### config.mk
export PLATFORM = sky130hd
export DESIGN_NAME = lii_tx_packetizer
export DESIGN_NICKNAME = d
export VERILOG_FILES = /design/src/rtl/lii_tx_packetizer.sv
export SDC_FILE = /design/constraint.sdc
export NUM_CORES = 1
export LEC_CHECK = 0
export CAP_MARGIN = 20
export CORE_AREA = 2 2 244 246
export DETAILED_ROUTE_END_ITERATION = 8
export DIE_AREA = 0 0 246 248
export DONT_BUFFER_PORTS = 1
export GPL_TIMING_DRIVEN = 1
export PLACE_DENSITY_LB_ADDON = 0.3
export SETUP_SLACK_MARGIN = 0.1
export SLEW_MARGIN = 20
export SYNTH_ARGS = -nofsm -noshare
export SYNTH_HDL_FRONTEND = slang
export SYNTH_SLANG_ARGS = --single-unit
### constraint.sdc
create_clock -name clk -period 2.4 [get_ports clk]
set_clock_uncertainty 0.05 [all_clocks]
set_input_delay 0.12 -clock clk [delete_from_list [all_inputs] [get_ports clk]]
set_output_delay 0.12 -clock clk [all_outputs]
set_load 0.05 [all_outputs]
### src/rtl/lii_tx_packetizer.sv
// rtl/lii_tx_packetizer.sv - LII transmit packetizer: command + payload words -> framed LII beats
module lii_tx_packetizer #(
    parameter int                DW       = 256,
    parameter int                SRC_W    = 8,
    parameter int                DST_W    = 8,
    parameter int                TYPE_W   = 2,
    parameter int                LEN_W    = 16,
    parameter logic [SRC_W-1:0]  LOCAL_ID = '0
) (
    input  logic                clk,
    input  logic                rstn,
    input  logic                cmd_valid,
    output logic                cmd_ready,
    input  logic [DST_W-1:0]    cmd_dst,
    input  logic [TYPE_W-1:0]   cmd_type,
    input  logic [LEN_W-1:0]    cmd_len,
    input  logic [DW-1:0]       s_data,
    input  logic                s_valid,
    output logic                s_ready,
    output logic [DW-1:0]       out_data,
    output logic [DW/8-1:0]     out_keep,
    output logic [DW/8-1:0]     out_strb,
    output logic                out_last,
    output logic [SRC_W-1:0]    out_src,
    output logic [DST_W-1:0]    out_dst,
    output logic [TYPE_W-1:0]   out_type,
    output logic                out_valid,
    input  logic                out_ready,
    output logic                busy,
    output logic                err_zero_len
);

    localparam int BYTES = DW / 8;
    localparam int RW    = $clog2(BYTES);

    typedef enum logic {IDLE, SEND} state_t;

    state_t             state;
    state_t             state_nxt;
    logic [DST_W-1:0]   dst_q;
    logic [TYPE_W-1:0]  type_q;
    logic [RW-1:0]      rem_q;
    logic [LEN_W-1:0]   remaining;

    logic               cmd_fire;
    logic               cmd_zero;
    logic               load;
    logic               last_load;
    logic [LEN_W:0]     len_round;
    logic [LEN_W-1:0]   cmd_beats;
    logic [BYTES-1:0]   load_keep;

    // One extra bit so a full-scale length cannot wrap before the divide
    assign len_round = {1'b0, cmd_len} + (LEN_W+1)'(BYTES - 1);
    assign cmd_beats = LEN_W'(len_round >> RW);

    assign cmd_fire  = cmd_valid & cmd_ready;
    assign cmd_zero  = (cmd_len == '0);
    assign load      = s_valid & s_ready;
    assign last_load = (remaining == LEN_W'(1));
    assign load_keep = (last_load && rem_q != '0) ? ~({BYTES{1'b1}} << rem_q) : {BYTES{1'b1}};

    always_ff @(posedge clk or negedge rstn) begin
        if (!rstn) begin
            state <= IDLE;
        end else begin
            state <= state_nxt;
        end
    end

    always_comb begin
        state_nxt = state;
        case (state)
            IDLE: if (cmd_fire && !cmd_zero) state_nxt = SEND;
            SEND: if (load && last_load)     state_nxt = IDLE;
            default: state_nxt = IDLE;
        endcase
    end

    always_comb begin
        cmd_ready = 1'b0;
        s_ready   = 1'b0;
        case (state)
            IDLE: cmd_ready = 1'b1;
            SEND: s_ready   = !out_valid | out_ready;
            default: ;
        endcase
    end

    always_ff @(posedge clk or negedge rstn) begin
        if (!rstn) begin
            dst_q        <= '0;
            type_q       <= '0;
            rem_q        <= '0;
            remaining    <= '0;
            err_zero_len <= 1'b0;
            out_data     <= '0;
            out_keep     <= '0;
            out_last     <= 1'b0;
            out_dst      <= '0;
            out_type     <= '0;
            out_valid    <= 1'b0;
        end else begin
            err_zero_len <= cmd_fire & cmd_zero;
            if (cmd_fire && !cmd_zero) begin
                dst_q     <= cmd_dst;
                type_q    <= cmd_type;
                rem_q     <= cmd_len[RW-1:0];
                remaining <= cmd_beats;
            end
            // A load wins over an unload so a same-cycle swap keeps valid high
            if (load) begin
                remaining <= remaining - LEN_W'(1);
                out_data  <= s_data;
                out_keep  <= load_keep;
                out_last  <= last_load;
                out_dst   <= dst_q;
                out_type  <= type_q;
                out_valid <= 1'b1;
            end else if (out_ready) begin
                out_valid <= 1'b0;
            end
        end
    end

    assign out_strb = out_keep;
    assign out_src  = LOCAL_ID;
    assign busy     = (state == SEND) | out_valid;

endmodule

### After elaboration in Yosys (flattened, before gate mapping)

Cells that the tools add are included.

| storage, ports and cells | value |
|---|---|
| bits in registers | 333 |
| bits in latches | 0 |
| bits in writable memories | 0 |
| bits in read-only memories | 0 |
| logic and storage cells | 42 |
| memories | 0 |

| cells by class | value |
|---|---|
| $add $sub $neg | 2 |
| multipliers | 0 |
| divide/modulo/power cells | 0 |
| order comparisons | 0 |
| eq/ne operators | 1 |
| shift-type cells | 1 |
| mux-type cells | 10 |
| bitwise logic cells | 7 |
| reductions and logical operators | 9 |

Operators by type and width:

| kind | number |
|---|---|
| two-way mux 16 bit | 2 |
| two-way mux 32 bit | 1 |
| inverter 32 bit | 1 |
| left shift 32 x 5 -> 32 bit, first input constant | 1 |
| adder 16 x 5 -> 17 bit, second input constant | 1 |
| == test 16 x 1 -> 1 bit, second input constant | 1 |
| logical NOT 16 bit | 1 |
| subtractor 16 x 1 -> 16 bit, second input constant | 1 |
| two-way mux 1 bit | 6 |
| nonzero test 5 bit | 1 |
| nonzero test 2 bit | 2 |
| AND 1 bit | 3 |
| logical AND 1 bit | 3 |
| logical NOT 1 bit | 2 |
| bitwise OR 1 bit | 2 |
| case mux 1 bit (2 select lines) | 1 |
| inverter 1 bit | 1 |

### Depth between registers and ports, before layout

| logic depth | value |
|---|---|
| word-level depth | 7 |
| depth in mapped cells | 8 |
| depth with buffers taken out | 7 |

### Least setup slack after synthesis

Ideal clock, no wire load.

| path | value |
|---|---|
| path kind | register to register |
| from | register remaining[5] |
| to | register out_keep[20] |
| setup time | 122 ps |
| arrival | 1975 ps |
| data required time | 2228 ps |
| slack | 252 ps |
| cell stages (with the launch flop) | 7 |
| buffers on the path | 1 |
| cells stage by stage | dfrtp_1 > or4_1 > nor3_4 > nand4_2 > a21oi_2 > buf_4 > a21oi_1 |

| on the way | value |
|---|---|
| longest elaborated chain between the ends | 3 |

Ends and longest elaborated chain:

| what | line | RTL |
|---|---|---|
| from (decl) | 43 | `logic [LEN_W-1:0] remaining;` |
| from (signal assigned) | 109 | `remaining <= cmd_beats;` |
| from (signal assigned) | 113 | `remaining <= remaining - LEN_W'(1);` |
| == test 16 x 1 -> 1 bit | 60 | `assign last_load = (remaining == LEN_W'(1));` |
| logical AND 1 bit | 61 | `assign load_keep = (last_load && rem_q != '0) ? ~({BYTES{1'b1}} << rem_q) : {BYTES{1'b1}};` |
| two-way mux 32 bit | 61 |  |
| to (signal assigned) | 115 | `out_keep <= load_keep;` |
| to (decl) | 21 | `output logic [DW/8-1:0] out_keep,` |

Every way passes these cells.
A chain may end at the register's enable or synchronous reset.

### Final worst setup path

| path | value |
|---|---|
| from | input cmd_len[5] |
| to | register dst_q[2] |

| on the way | value |
|---|---|
| longest elaborated chain between the ends | 3 |

Ends and longest elaborated chain:

| what | line | RTL |
|---|---|---|
| from (decl) | 16 | `input logic [LEN_W-1:0] cmd_len,` |
| logical NOT 16 bit | 58 | `assign cmd_zero = (cmd_len == '0);` |
| logical NOT 1 bit | 105 | `if (cmd_fire && !cmd_zero) begin` |
| logical AND 1 bit | 105 |  |
| to (signal assigned) | 106 | `dst_q <= cmd_dst;` |
| to (decl) | 40 | `logic [DST_W-1:0] dst_q;` |

Every way passes these cells.

==> qor.txt <==
OUTCOME
-------------------------------------------------------------------------------------------------
Status ............................................................................. finished, violations left
Violated checks ....................................................................  hold timing

DIE
-------------------------------------------------------------------------------------------------
Height of the chip .................................................................  248 microns
Chip Width .........................................................................  246 microns
Number of placement rows ...........................................................           89
Top-Level Pins .....................................................................          631
Initial cell density of the core ...................................................       23.01%
Area of the core ...................................................................  58460 sq um
Full die area ......................................................................  61010 sq um

FINAL LAYOUT
-------------------------------------------------------------------------------------------------
Combined area of the multi-input logic cells .......................................   4538 sq um
Most frequent cells in the layout .................................................. 863 x nand2_1, 333 x dfrtp_1, 303 x dlygate4sd3_1
Filler cell count in the final layout ..............................................         5937
Fin nets ...........................................................................         2100
Utilization of the core after routing ..............................................       31.90%
Layout overhead on the synthesized area ............................................       38.63%
Area used by sequential logic in the layout ........................................   8333 sq um
Share of post-route cells with drive strength above 1 ..............................       7.295%
Post-Layout Inst Area ..............................................................  18650 sq um
Post-Layout Cell Count .............................................................         2611
Leading cell type in the layout, fill and taps excluded ............................      nand2_1

GLOBAL ROUTE
-------------------------------------------------------------------------------------------------
Wire length of the first global-routing pass ....................................... 62820 microns
Via count of the first global-routing pass .........................................        11500
Initial antenna violation count ....................................................            1
Maximum number of pins on one net before global-route repair .......................          334
Overflow after GRT .................................................................            0
All-layer global routing usage .....................................................       12.82%

STA
-------------------------------------------------------------------------------------------------
Highest Clock Rate .................................................................   0.4469 GHz
Unrepaired setup endpoints after global routing ....................................           no
Worst hold slack ...................................................................   -0.7675 ns
Final period util ..................................................................       93.23%
Number of setup violations in the final report .....................................            0
Total Neg Setup Slack ..............................................................         0 ns
Minimum clock period ...............................................................     2.238 ns
Max-Slew Margin vs Limit ...........................................................       54.58%
Final-report max-slew violation count ..............................................            0
Worst-Margin Slew ..................................................................    0.6813 ns
Final Hold Viols ...................................................................          333

LOGIC SYNTHESIS
-------------------------------------------------------------------------------------------------
Number of flops mapped to enable cells by yosys ....................................            0
Compound-cell area share of the yosys netlist ......................................       3.153%
Predominant post-synthesis flop cell ...............................................      dfrtp_1
Yosys Warn Count ...................................................................            0
Number of cells produced by synthesis ..............................................         1520
Fraction of synthesized cell area in xor and xnor cells ............................      0.9116%
Multiplexer share of the synthesized area ..........................................      0.2233%
Syn Std Cell Area ..................................................................  13450 sq um
Main combinational cell family by area after synthesis ............................. simple AND/OR/NAND/NOR gates
Adder-cell share of the synthesized area ...........................................      0.1860%
Simple-gate share of the synthesized area ..........................................       28.72%
Ys async rst share .................................................................       100.0%
Yosys reg bits .....................................................................          333
Synthesized area per cell ..........................................................  8.849 sq um
Fraction of the yosys area taken by sequential cells ...............................       61.95%
Number of distinct library cell variants in the gate-level netlist after synthesis .           50

ROUTING
-------------------------------------------------------------------------------------------------
Average wire per standard cell ..................................................... 15.79 microns
Antenna Nets Post-Route ............................................................            0
Post-DR vias/cell ..................................................................        4.294
Pre-antenna DRT Iters ..............................................................            5
Final routed wirelength across all metal layers .................................... 41240 microns
Remaining design rule violation count ..............................................            0
Via count of the routed design .....................................................        11210
Detailed router's first-iteration violation count ..................................          484

CLOCK NETWORK
-------------------------------------------------------------------------------------------------
Clock root buffer master ...........................................................    clkbuf_16
Clock tree from TritonCTS ..........................................................        built
Clock-pin slew on the worst setup and hold paths ...................................      0.06 ns
Number of buffers created by CTS ...................................................           37
Clock sinks ........................................................................          333
Cts-stage hold buffer count ........................................................          304
Clock insertion delay at the later pin of the skew report ..........................      0.53 ns
Worst-case clock buffer depth ......................................................            3
Maximum level of the CTS H-tree ....................................................            2

JOB
-------------------------------------------------------------------------------------------------
Number of max-capacitance violations reported ......................................            0

POWER AND IR DROP
-------------------------------------------------------------------------------------------------
Power density of the placed cells .................................................. 1017 nW/um^2
Leak Pwr ...........................................................................     8.995 nW
VDD IR max .........................................................................     590.2 uV

WORST SETUP PATH
-------------------------------------------------------------------------------------------------
Launching element type of the critical path ........................................   input port
Critical path data required time ...................................................      2.75 ns
Category of the critical setup timing path .........................................    in -> reg
Endpoint arrival time on the critical path .........................................      2.59 ns
Crit-path max FO ...................................................................           23
Endpoint kind of the worst setup timing path .......................................    flip-flop

PLACEMENT
-------------------------------------------------------------------------------------------------
Detailed Place HPWL ................................................................ 27070 microns
Routability cong. ..................................................................       0.8085
Placement-stage cell area ..........................................................  14400 sq um
Cell total after placement .........................................................         2240
Number of buffer cells added on primary ports ......................................            0

MIN PATH
-------------------------------------------------------------------------------------------------
Worst Hold Class ...................................................................  in -> async

## power breakdown
| part | total [mW] | leakage [nW] | internal, mW | switching [mW] |
|---|---|---|---|---|
| clock network | 5.42 | 0.576 | 3.17 | 2.25 |
| registers | 11.0 | 3.99 | 6.65 | 4.31 |
| logic | 2.59 | 4.43 | 1.13 | 1.45 |
## registers in the layout (all words and copies together) (netlist names)
register and flops:
out_data 256, out_valid 1, err_zero_len 1, out_last 1
dst_q 8, remaining 16, state 1, out_dst 8
out_keep 32, rem_q 5, out_type 2, type_q 2
## per-layer routing
metal,global-route usage (%),vias up,part of all wire [%]
li1,-,5242,-
met1,14.26,5350,37
met2,22.40,512,50
met3,3.936,108,8.3
met4,5.936,0,4.2
met5,0,-,0
## critical path, cell delays in order
cell	delay, ns
dlygate4sd3_1	0.63
or2_2	0.36
o41a_4	0.58
buf_4	0.23
nand2_1	0.07
nand2_1	0.04
dlygate4sd3_1	0.55
## stage by stage
step                      setup slack, ns  power (mW)  hold WS, ns
final                              0.1624       18.96      -0.7675
after global routing               0.1038       19.91      -0.8076
after global placement            0.05750       13.08      -0.2156
after detailed placement          0.02592       13.15      -0.2163
after floorplan                    0.2523       12.32      -0.2256
after CTS                          0.1071       19.16      -0.8125
## logic make-up after synthesis
logic type / count (synthesis)
AND/OR/NAND/NOR: 977
flip-flops: 333
buffers and inverters: 126
AO/OA/AOI/OAI: 64
XOR/XNOR: 14
multiplexers: 3
adder cells (fa/ha/maj): 2
other: 1
## layout make-up
| type | instances | area share, % |
|---|---|---|
| tap | 773 | 5.187 |
| antenna | 1 | 0.01342 |
| clock buffer | 56 | 5.938 |
| timing repair buffer | 365 | 19.46 |
| inverter | 6 | 0.1208 |
| clock inverter | 9 | 0.2550 |
| multi-input combinational | 1068 | 24.34 |
| sequential | 333 | 44.69 |
## worst paths after layout
| check | start | end | slack [ns] | depth (start not counted) |
|---|---|---|---|---|
| worst max-delay path | cmd_len[5] | dst_q[2]$_DFFE_PN0P_ | 0.16 | 7 |
| worst min-delay path | rstn | out_keep[12]$_DFFE_PN0N_ | -0.77 | 0 |
| worst max register to register | state$_DFF_PN0_ | dst_q[2]$_DFFE_PN0P_ | 0.23 | 6 |
| worst min register to register | dst_q[0]$_DFFE_PN0P_ | out_dst[0]$_DFFE_PN0N_ | 0.42 | 2 |
| max in group asynchronous | rstn | out_data[91]$_DFFE_PN0N_ | 2.54 | 0 |
| min in group clk | cmd_len[4] | remaining[4]$_DFFE_PN0P_ | 0.06 | 4 |
## repair_timing
action                     CTS  global route
pin swaps                    1             1
setup endpoints to repair   14            32
hold endpoints to repair   626           333
resized for setup            1             4
buffers inserted             1             0
## synthesized netlist by cell type, types with 2 or more instances
library cell,count,area (sq um)
ha_1,2,25.02
xnor2_1,9,78.83
nand2_1,863,3239
nand2b_1,7,43.79
and4_1,2,17.52
and2_1,3,18.77
buf_2,3,15.01
or4_1,4,30.03
buf_1,4,15.01
nor2_1,46,172.7
nand3_1,14,70.07
nor2b_1,2,12.51
a221o_1,2,20.02
nor4_1,5,31.28
a21oi_1,32,160.2
mux2i_1,3,30.03
o211ai_1,4,30.03
nand4_1,8,50.05
xor2_1,5,43.79
buf_6,2,22.52
o21ai_0,9,45.04
nor3_4,2,32.53
or2_2,4,25.02
a211oi_1,2,15.01
dfrtp_1,333,8333
or3_1,2,12.51
inv_1,6,22.52
o311ai_0,3,26.28
a211o_1,2,17.52
clkbuf_1,69,259.0
buf_4,42,315.3
nor3_1,8,40.04
(Power assumes the default switching activity.)
